===== config.mk =====
export PLATFORM = sky130hd
export DESIGN_NAME = painel_esteira
export DESIGN_NICKNAME = d
export VERILOG_FILES = /design/src/rtl/painel_esteira.sv
export SDC_FILE = /design/constraint.sdc
export NUM_CORES = 1
export LEC_CHECK = 0
export BUFFER_PORTS_ARGS = -buffer_cell sky130_fd_sc_hd__buf_4
export CORE_MARGIN = 1
export CORE_UTILIZATION = 35
export DETAILED_ROUTE_END_ITERATION = 8
export PLACE_DENSITY = 0.51
export SYNTH_ARGS = -nofsm -noshare
export SYNTH_HDL_FRONTEND = slang
export SYNTH_SLANG_ARGS = --single-unit
export TNS_END_PERCENT = 100

===== constraint.sdc =====
create_clock -name clk -period 2.8 [get_ports clk]
set_input_delay 0.84 -clock clk [delete_from_list [all_inputs] [get_ports clk]]
set_output_delay 0.84 -clock clk [all_outputs]
set_load 0.02 [all_outputs]

===== src/rtl/painel_esteira.sv =====
// Operator panel front-end for the conveyor counter: synchronizes and debounces the
// push-buttons, edge-detects the item sensor, decodes the counter displays and arbitrates commands.
module painel_esteira #(
   parameter int         DEB_CYCLES = 4,
   parameter logic [3:0] META       = 4'hA
) (
   input  logic       clk,
   input  logic       rst,
   input  logic       btn_cont,
   input  logic       btn_para,
   input  logic       btn_perigo,
   input  logic       sensor_raw,
   input  logic [6:0] display_c,
   input  logic [6:0] display_i,
   output logic       continuar,
   output logic       parada,
   output logic       perigo,
   output logic       sensor,
   output logic [3:0] cnt_c,
   output logic [3:0] cnt_i,
   output logic       seg_err,
   output logic       meta_hit
);

   localparam logic [3:0] DEB_LAST = 4'(DEB_CYCLES - 1);

   // Button vectors: bit 0 continuar, bit 1 parada, bit 2 perigo.
   logic [2:0]       btn_raw;
   logic [2:0]       btn_sync_p0, btn_sync_p1;
   logic [2:0][3:0]  deb_cnt;
   logic [2:0]       deb_st, deb_st_d;
   logic [2:0]       cand_p2;
   logic             sen_sync_p0, sen_sync_p1, sen_d, sen_edge_p2;
   logic             meta_hit_d, auto_stop;
   logic             cont_n, para_n, peri_n;
   logic [4:0]       dec_c, dec_i;
   logic [3:0]       cnt_c_n, cnt_i_n;

   assign btn_raw = {btn_perigo, btn_para, btn_cont};

   // Returns {valid, value}; anything outside the table decodes as invalid.
   function automatic logic [4:0] seg_decode(input logic [6:0] seg);
      case (seg)
         7'b1111110: seg_decode = {1'b1, 4'h0};
         7'b0110000: seg_decode = {1'b1, 4'h1};
         7'b1101101: seg_decode = {1'b1, 4'h2};
         7'b1111001: seg_decode = {1'b1, 4'h3};
         7'b0110011: seg_decode = {1'b1, 4'h4};
         7'b1011011: seg_decode = {1'b1, 4'h5};
         7'b1011111: seg_decode = {1'b1, 4'h6};
         7'b1110000: seg_decode = {1'b1, 4'h7};
         7'b1111111: seg_decode = {1'b1, 4'h8};
         7'b1111011: seg_decode = {1'b1, 4'h9};
         7'b1110111: seg_decode = {1'b1, 4'hA};
         7'b0011111: seg_decode = {1'b1, 4'hB};
         7'b1001110: seg_decode = {1'b1, 4'hC};
         7'b0111101: seg_decode = {1'b1, 4'hD};
         7'b1001111: seg_decode = {1'b1, 4'hE};
         7'b1000111: seg_decode = {1'b1, 4'hF};
         default:    seg_decode = 5'b0_0000;
      endcase
   endfunction

   // Stage p0/p1: synchronizers; then debounce and rising-edge candidates (p2).
   always_ff @(posedge clk or posedge rst) begin
      if (rst) begin
         btn_sync_p0 <= '0;
         btn_sync_p1 <= '0;
         deb_cnt     <= '0;
         deb_st      <= '0;
         deb_st_d    <= '0;
         cand_p2     <= '0;
         sen_sync_p0 <= 1'b0;
         sen_sync_p1 <= 1'b0;
         sen_d       <= 1'b0;
         sen_edge_p2 <= 1'b0;
      end else begin
         btn_sync_p0 <= btn_raw;
         btn_sync_p1 <= btn_sync_p0;
         for (int i = 0; i < 3; i++) begin
            if (btn_sync_p1[i] == deb_st[i]) begin
               deb_cnt[i] <= 4'd0;
            end else if (deb_cnt[i] == DEB_LAST) begin
               deb_st[i]  <= btn_sync_p1[i];
               deb_cnt[i] <= 4'd0;
            end else begin
               deb_cnt[i] <= deb_cnt[i] + 4'd1;
            end
         end
         deb_st_d    <= deb_st;
         cand_p2     <= deb_st & ~deb_st_d;
         sen_sync_p0 <= sensor_raw;
         sen_sync_p1 <= sen_sync_p0;
         sen_d       <= sen_sync_p1;
         sen_edge_p2 <= sen_sync_p1 & ~sen_d;
      end
   end

   // Lower-priority candidates in the same cycle are dropped, never queued.
   assign auto_stop = meta_hit & ~meta_hit_d;

   always_comb begin
      peri_n = cand_p2[2];
      para_n = ~cand_p2[2] & (cand_p2[1] | auto_stop);
      cont_n = ~cand_p2[2] & ~cand_p2[1] & ~auto_stop & cand_p2[0];
   end

   always_comb begin
      dec_c   = seg_decode(display_c);
      dec_i   = seg_decode(display_i);
      cnt_c_n = dec_c[4] ? dec_c[3:0] : cnt_c;
      cnt_i_n = dec_i[4] ? dec_i[3:0] : cnt_i;
   end

   // Output stage: commands, sensor pulse and decoded displays.
   always_ff @(posedge clk or posedge rst) begin
      if (rst) begin
         continuar  <= 1'b0;
         parada     <= 1'b0;
         perigo     <= 1'b0;
         sensor     <= 1'b0;
         cnt_c      <= 4'h0;
         cnt_i      <= 4'h0;
         seg_err    <= 1'b0;
         meta_hit   <= 1'b0;
         meta_hit_d <= 1'b0;
      end else begin
         continuar  <= cont_n;
         parada     <= para_n;
         perigo     <= peri_n;
         sensor     <= sen_edge_p2;
         cnt_c      <= cnt_c_n;
         cnt_i      <= cnt_i_n;
         seg_err    <= ~(dec_c[4] & dec_i[4]);
         meta_hit   <= (cnt_i_n == META);
         meta_hit_d <= meta_hit;
      end
   end

endmodule


After elaboration in Yosys (flattened, before gate mapping)

Cells that the tools add are included.

Add/sub/neg operators: 3
Eq/ne operators: 39
Multiplexer cells: 9
Bitwise logic cells: 19
Reduce and logical (&&, ||, !) cells: 3

Operator list:

| cell                                          | count |
|---|---|
| == test 7 bit, second input constant          | 24 |
| case mux 5 bit (16 select lines)              | 2 |
| == test 7 x 6 -> 1 bit, second input constant | 6 |
| two-way mux 4 bit                             | 7 |
| == test 7 x 5 -> 1 bit, second input constant | 2 |
| adder 4 x 1 -> 4 bit, second input constant   | 3 |
| == test 4 x 2 -> 1 bit, second input constant | 3 |
| NOT 1 bit                                     | 9 |
| AND 1 bit                                     | 7 |
| AND reduction 2 bit                           | 3 |
| == test 4 bit, second input constant          | 1 |
| AND 3 bit                                     | 1 |
| == test 1 bit                                 | 3 |
| NOT 3 bit                                     | 1 |
| bitwise OR 1 bit                              | 1 |

Register bits: 46

Logic depth before layout (Yosys ltp)

Gate-level depths: netlist (run 1).

Word-level depth: 5
Gate-level depth with buffers: 6

Worst setup path after synthesis (run 1)

No wires, ideal clock.

Kind: input to register
Start point: input port display_i[0]
End point: register cnt_i[0]
Library setup time: 0.125 ns
Arrival time: 1.982 ns
Setup slack: 0.693 ns
Cell stages on the path: 5
Cells stage by stage: or3_1 a211oi_2 a311oi_2 nand3_2 mux2_4

Longest elaborated chain between the ends: 3

RTL lines:

| element                                     | line | source |
|---|---|---|
| start, declared                             | 14   | `input logic [6:0] display_i,` |
| == test 7 bit, or another cell as far along | 43   | `case (seg)` |
| case mux 5 bit (16 select lines) (*)        | 43   |  |
| two-way mux 4 bit (*)                       | 112  | `cnt_i_n = dec_i[4] ? dec_i[3:0] : cnt_i;` |
| named net cnt_i_n[0]                        | 37   | `logic [3:0] cnt_c_n, cnt_i_n;` |
| end signal, assigned                        | 133  | `cnt_i <= cnt_i_n;` |
| end, declared                               | 20   | `output logic [3:0] cnt_i,` |

The timed path passes the listed nets; every way through them passes the cells marked *.
A chain may end at the register's enable or synchronous reset.

Final worst setup path (run 1)

Start point: input port display_i[3]
End point: register cnt_i[0]

Same word-level chain as after synthesis.

==> results.md, run 1 <==
- FF+latch count, synth: 46
- Worst Setup EP: cnt_i[0]
- CTS Sinks: 46
- P per Cell Area: 668 nW/um^2
- Critical path class: input pin to flop
- Post-Syn Nets: 243
- Placed insts: 317
- Reg-to-reg setup timing slack: 1450 ps
- Critical Path AT: 2210 ps
- Routed WL: 4.29 mm
- DIE HEIGHT: 83.5 um
- Most frequent cells in the layout: 46 x dfrtp_1, 34 x buf_4, 14 x nand2_1, 14 x nand3_1, 12 x nor2_1
- Mux contribution to synthesized area: 0.0366
- Hold Crit Class: flop to flop
- Clock Tree Root: clkbuf_8
- Run status: completed
- CTS tree: yes
- DRC: 0
- Synth Area in Adders: 0.0161
- Avg Cell Area, Syn: 10.6 um^2
- Area of the multi-input gates: 1060 um^2
- Post-synthesis xor/xnor area fraction: 0.0339
- VDD IR max: 0.320 mV
- Slew Viols, Final: 0
- Final period util: 0.721
- Clock skew: 6.01 ps
- Worst hold path depth: 0
- Slew HR: 0.673
- Final number of setup-violating endpoints: 0
- Die ar.: 6970 um^2
- Largest net degree at the start of global routing: 34
- CTS max path bufs: 2
- Clock Latency Late Sink: 290 ps
- Max Freq: 495 MHz
- Main combinational cell family by area after synthesis: simple AND/OR/NAND/NOR gates
- Number of synthesized flops with an enable pin: 0
- Sequential fraction of the synthesis area: 0.495
- Synth warnings: 0
- Synth Instances: 220
- RSZ-0062 raised after global routing: no
- Layout Nets: 270
- Number of global-route vias before repair: 1593
- Fillers: 627
- Post-DRT Antenna Nets: 0
- Fin cells: 325
- Final HPWL DP: 3.03 mm
- Via count: 1720
- Minimum clock period: 2020 ps
- Global-route usage over all layers: 0.129
- CTS clk-pin slew, worst paths: 80 ps
- Initial antenna violation count: 0
- Area of the mapped netlist: 2320 um^2
- Leak Pwr: 1.18 nW
- Total CTS buffers: 5
- Register area: 1150 um^2
- Most common cell after layout, fill and taps aside: dfrtp_1
- Post-Synth Simple-Gate Area: 0.250
- Post-CTS Setup Bufs: 0
- Crit. Startpoint: display_i[3]
- Final hold violations: 0
- Setup TNS: 0 ps
- Cts repair resizes: 0
- Cell variety after synth: 53
- GRT overflow: 0
- Slew @ Worst Pin: 487 ps
- Share of cells above drive strength 1: 0.230
- H-tree levels: 2
- First-pass GRT wire length: 7.36 mm
- Crit start category: input pin
- Synth-to-Final Area Change: 15.4%
- Gpl congestion: 0.789
- FF-to-FF End: deb_st[1]
- Cell Rows: 29
- Vias per cell: 5.29
- Initial Util: 0.364
- Drt pass-1 iters: 4
- Path depth of the worst reg2reg path: 3
- # Max-Cap Violations: 0
- Post-synthesis async set-or-reset flop share: 1.00
- Die width: 83.5 um
- IO Count: 34
- Crit. End Element: flop
- Reg2reg start: deb_cnt[4]
- Compound-Gate Fraction of Synth Area: 0.119
- Diodes inserted: 0
- Worst hold slack: 352 ps
- Ys flop type: dfrtp_1
- PortBufs: 33
- CTS Hold Bufs: 0
- Peak fanout along the critical path: 17
- Post-DR wirelength/cell: 13.2 um
- Power Total: 1.79 mW
- Core Box Area: 6390 um^2
- Drt first-iter violations: 57
- Worst path required time: 2990 ps
[per-layer routing]
metal	vias up	global-route usage	part of all wire
met4	0	0.0462	0.012
met3	6	0.0307	0.051
li1	848	-	-
met2	40	0.197	0.45
met1	826	0.179	0.49
met5	-	0	0
[logic make-up after synthesis]
family / after synthesis
AND/OR/NAND/NOR: 94
flip-flops: 46
AO/OA/AOI/OAI: 40
buffers and inverters: 21
XOR/XNOR: 9
multiplexers: 7
adder cells (fa/ha/maj): 3
[layout make-up]
cell class,instances,share of cell area
Clock buffer,6,0.0308
Clock inverter,2,0.00466
Inverter,7,0.00979
Multi-Input combinational cell,153,0.395
Sequential cell,46,0.429
Tap cell,77,0.0359
Timing Repair Buffer,34,0.0951
[state kept, by name (all words and copies together), names as in the netlist]
register     count
continuar        1
sen_sync_p1      1
cnt_i            4
deb_st           3
meta_hit         1
sen_edge_p2      1
sen_d            1
cand_p2          3
btn_sync_p1      3
cnt_c            4
perigo           1
sen_sync_p0      1
btn_sync_p0      3
sensor           1
deb_cnt         12
seg_err          1
meta_hit_d       1
parada           1
deb_st_d         3
[worst min path at each step]
| stage | from | end | slack [ps] |
|---|---|---|---|
| 2_1_floorplan | btn_sync_p0[0] | btn_sync_p1[0] | 330 |
| 3_3_place_gp | btn_sync_p0[2] | btn_sync_p1[2] | 330 |
| 3_5_place_dp | btn_sync_p0[0] | btn_sync_p1[0] | 330 |
| 4_1_cts | btn_sync_p0[0] | btn_sync_p1[0] | 350 |
| 5_1_grt | btn_sync_p0[0] | btn_sync_p1[0] | 360 |
| 6_report | btn_sync_p0[1] | btn_sync_p1[1] | 350 |
[stage by stage]
step | cell area (um^2) | util | setup WS (ps)
floorplan | 2320 | - | 693
global placement | 2590 | 0.405 | 486
detailed placement | 2590 | 0.405 | 464
CTS | 2680 | 0.420 | 787
global route | 2680 | 0.420 | 721
finish | 2680 | 0.420 | 781
[where the power goes]
group          switching, mW  internal (mW)  leakage (nW)
logic                  0.247          0.224         0.551
registers             0.0860          0.821         0.578
clock network          0.216          0.198        0.0472
total                  0.550           1.24          1.18
[cells in the mapped netlist (5+ instances only)]
cell type / count / area (um^2)
a21oi_1: 11 / 55.1
a31oi_1: 7 / 43.8
buf_2: 10 / 50.1
dfrtp_1: 46 / 1150
inv_1: 7 / 26.3
nand2_1: 14 / 52.6
nand2b_1: 5 / 31.3
nand3_1: 14 / 70.1
nand3b_1: 5 / 37.5
nor2_1: 12 / 45.0
nor2b_1: 7 / 43.8
nor3_1: 8 / 40.0
nor3b_1: 5 / 37.5
xor2_1: 5 / 43.8
[worst max-delay path, stage by stage]
cell	delay, ps
buf_4	170
or3_1	360
a211oi_2	270
a311oi_2	100
nand3_2	150
mux2_4	310
Power figures use the tool's default switching activity.
==> inputs of run 2 (changes only) <==
ABC_AREA = 1   (was not set)
PLACE_DENSITY = 0.54   (was 0.51)
clock period = 1.6 ns   (was 2.8 ns; I/O delays follow)
==> run 2 against run 1 <==
Worst setup slack worse by 550 ps. Final cell count up 20%. Final area up 0.65%. Global-route usage up 1.4 points. Utilization up 3.3 points. Die area down 6.5%. Synthesized area down 6.7%. Worst hold slack worse by 130 ps. First-iteration DRC count down 18%. Sequential share of layout area down 0.28 points. Highest routed layer unchanged.
==> results.md, run 2 <==
- Crit. End Element: flop
- Final period util: 0.853
- Sequential fraction of the synthesis area: 0.531 (+0.0354)
- Leak Pwr: 1.43 nW (+22%)
- Gpl congestion: 0.844 (+7.0%)
- CTS clk-pin slew, worst paths: 80 ps (about the same)
- Die width: 80.7 um (-3.3%)
- Crit-path most repeated cell: nand2_1
- VDD IR max: 0.627 mV (+96%)
- Vias per cell: 4.55 (-14%)
- First-pass GRT wire length: 7.25 mm (-1.5%)
- Crit start category: input pin
- Final hold violations: 0 (unchanged)
- Largest area contributor in the netlist: dfrtp_1
- CTS tree: yes
- Via count: 1776 (+3.3%)
- Cts repair resizes: 0 (unchanged)
- Drt first-iter violations: 47 (-18%)
- Die ar.: 6520 um^2 (-6.5%)
- Ys flop type: dfrtp_1
- Top post-synthesis cells by count: 56 x nor2_1, 52 x nand2_1, 46 x dfrtp_1
- Cell family with most CP delay: simple AND/OR/NAND/NOR gates
- Slowest-stage cell, CP: nor2_4
- Initial antenna violation count: 0 (unchanged)
- Largest net degree at the start of global routing: 47 (+38%)
- Core Box Area: 5960 um^2 (-6.7%)
- Slew Viols, Final: 0 (unchanged)
- Met2 usage: 0.251 (+0.0534)
- M3 GR Usage: 0.0337 (+0.00305)
- Area of the mapped netlist: 2170 um^2 (-6.7%)
- RSZ-0062 raised after global routing: no
- Slew @ Worst Pin: 319 ps (-168 ps)
- Layout Nets: 338 (+25%)
- Clock Latency Late Sink: 290 ps (about the same)
- Run status: completed
- GRT overflow: 0 (unchanged)
- Power Total: 3.24 mW (+81%)
- Total CTS buffers: 5 (unchanged)
- Critical Path AT: 1590 ps (-620 ps)
- Largest stage delay, worst path: 150 ps (-210 ps)
- Max reg flops: 12 (unchanged)
- Post-synthesis async set-or-reset flop share: 1.00 (unchanged)
- Post-synth top area share: 0.531 (+0.0354)
- Post-DR wirelength/cell: 10.3 um (-22%)
- DRC: 0 (unchanged)
- Crit path buffers/inverters: 2 (+1)
- Peak fanout along the critical path: 6 (-11)
- Most common cell after layout, fill and taps aside: nor2_1
- Max Freq: 733 MHz
- FF+latch count, synth: 46 (unchanged)
- DIE HEIGHT: 80.7 um (-3.3%)
- Final number of setup-violating endpoints: 0 (unchanged)
- Number of synthesized flops with an enable pin: 0 (unchanged)
- Global-route usage over all layers: 0.143 (+0.0138)
- Largest reg by FF count: deb_cnt
- H-tree levels: 2 (unchanged)
- Final HPWL DP: 3.10 mm (+2.2%)
- CTS Sinks: 46 (unchanged)
- Clock Tree Root: clkbuf_8
- Post-DRT Antenna Nets: 0 (unchanged)
- Grt peak-use layer: met2
- Drt pass-1 iters: 4 (unchanged)
- Number of global-route vias before repair: 1756 (+10%)
- P per Cell Area: 1200 nW/um^2 (+79%)
- Synth-to-Final Area Change: 24.5%
- Share of cells above drive strength 1: 0.229 (-0.00127)
- Routed WL: 4.01 mm (-6.5%)
- Worst path required time: 1820 ps (-1170 ps)
- Cell Rows: 28 (-3.4%)
- Count leader, synth: nor2_1
- Synth Instances: 262 (+19%)
- Post-Syn Nets: 285 (+17%)
- Post-CTS Setup Bufs: 0 (unchanged)
- Minimum clock period: 1360 ps
- CTS Hold Bufs: 0 (unchanged)
- Initial Util: 0.364 (about the same)
- Synth warnings: 0 (unchanged)
- PortBufs: 33 (unchanged)
- Diodes inserted: 0 (unchanged)
- Hold Crit Class: input pin to asynchronous set/reset pin
- Top cells by area, synth: dfrtp_1 53%, nor2_1 9.7%, nand2_1 9.0%
- IO Count: 34 (unchanged)
- Avg Cell Area, Syn: 8.28 um^2 (-22%)
- # Max-Cap Violations: 0 (unchanged)
- Final core occ: 0.454 (+0.0333)
- Slew HR: 0.786 (+0.113)
- CTS max path bufs: 2 (unchanged)
- CP Cell Sequence: buf_4 > nand2_1 > inv_2 > nand2_1 > nor2_1 > nor2_1 > nand2_2 > nor2_4 > nand3_1 > nand2_1 > nand2_1 > nor2_2
- Critical path class: input pin to flop
- Met1 usage in global routing: 0.170 (-0.00857)
- Clock skew: 7.11 ps (+1.10 ps)
- Most frequent cells in the layout: 56 x nor2_1, 52 x nand2_1, 46 x dfrtp_1, 45 x buf_4
- Regs by FF count: deb_cnt (12), cnt_c (4), cnt_i (4)
- Cell variety after synth: 22 (-58%)
[run 2: cell types whose count changed after synthesis, sizes merged, moves of 7 or more]
cell / delta
a21oi: -7
nand3: +14
nand2: +43
buf: -13
nor2: +52
nor2b: -7
inv: +26
[run 2: power by group]
part	leakage [nW]	switching [mW]	internal, mW
registers	0.571	0.182	1.47
clock network	0.0373	0.353	0.300
logic	0.823	0.524	0.404
total	1.43	1.06	2.18
[run 2: metrics by stage]
step / worst slack [ps] / hold slack (ps) / instances / TNS [ps] / cell area [um^2]
2_1_floorplan: 32.2 / 331 / 262 / 0 / 2170
3_3_place_gp: -46.4 / 334 / 383 / -46.4 / 2620
3_5_place_dp: -50.9 / 336 / 383 / -73.5 / 2620
4_1_cts: 236 / 223 / 390 / 0 / 2700
5_1_grt: 78.3 / 239 / 390 / 0 / 2700
6_report: 236 / 220 / 390 / 0 / 2700
[run 2: cell families after synthesis]
kind of cell,count (synthesis),share of synthesized area
AOI/OAI and AO/OA,8,0.0225
xor gates and xnor gates,9,0.0363
adders and majority gates,3,0.0173
buffers and inverters,33,0.0571
DFF,46,0.531
and+or+nand+nor,163,0.336
[run 2: final timing paths]
path                                      from             end  slack, ps  cells after the start
worst max-delay path              display_i[1]        meta_hit        240                     12
worst min-delay path                       rst  btn_sync_p0[0]        220                      3
worst max register to register      deb_cnt[4]       deb_st[1]        580                      4
worst min register to register  btn_sync_p0[1]  btn_sync_p1[1]        350                      0
max in group asynchronous                  rst  btn_sync_p0[1]       1170                      3
min in group clk                      btn_cont  btn_sync_p0[0]        300                      1
[run 2: metal layers]
metal	part of all wire	wire (um)
met1	0.46	1850
met2	0.48	1910
met3	0.041	166
met4	0.020	79
met5	0	0
[run 2: cell type report]
type                       count  area [um^2]
inverter                      33          124
multi-input combinational    183          895
tap                           75         93.8
clock inverter                 1         7.51
timing repair buffer          46          358
sequential                    46         1150
fill                         605         3250
clock buffer                   6         72.6
[run 2: worst reg2reg max path, stage by stage (launching register included)]
cell	delay (ps)
dfrtp_1	410
ha_1	230
nand2_1	120
nor2_1	50
a21oi_1	120
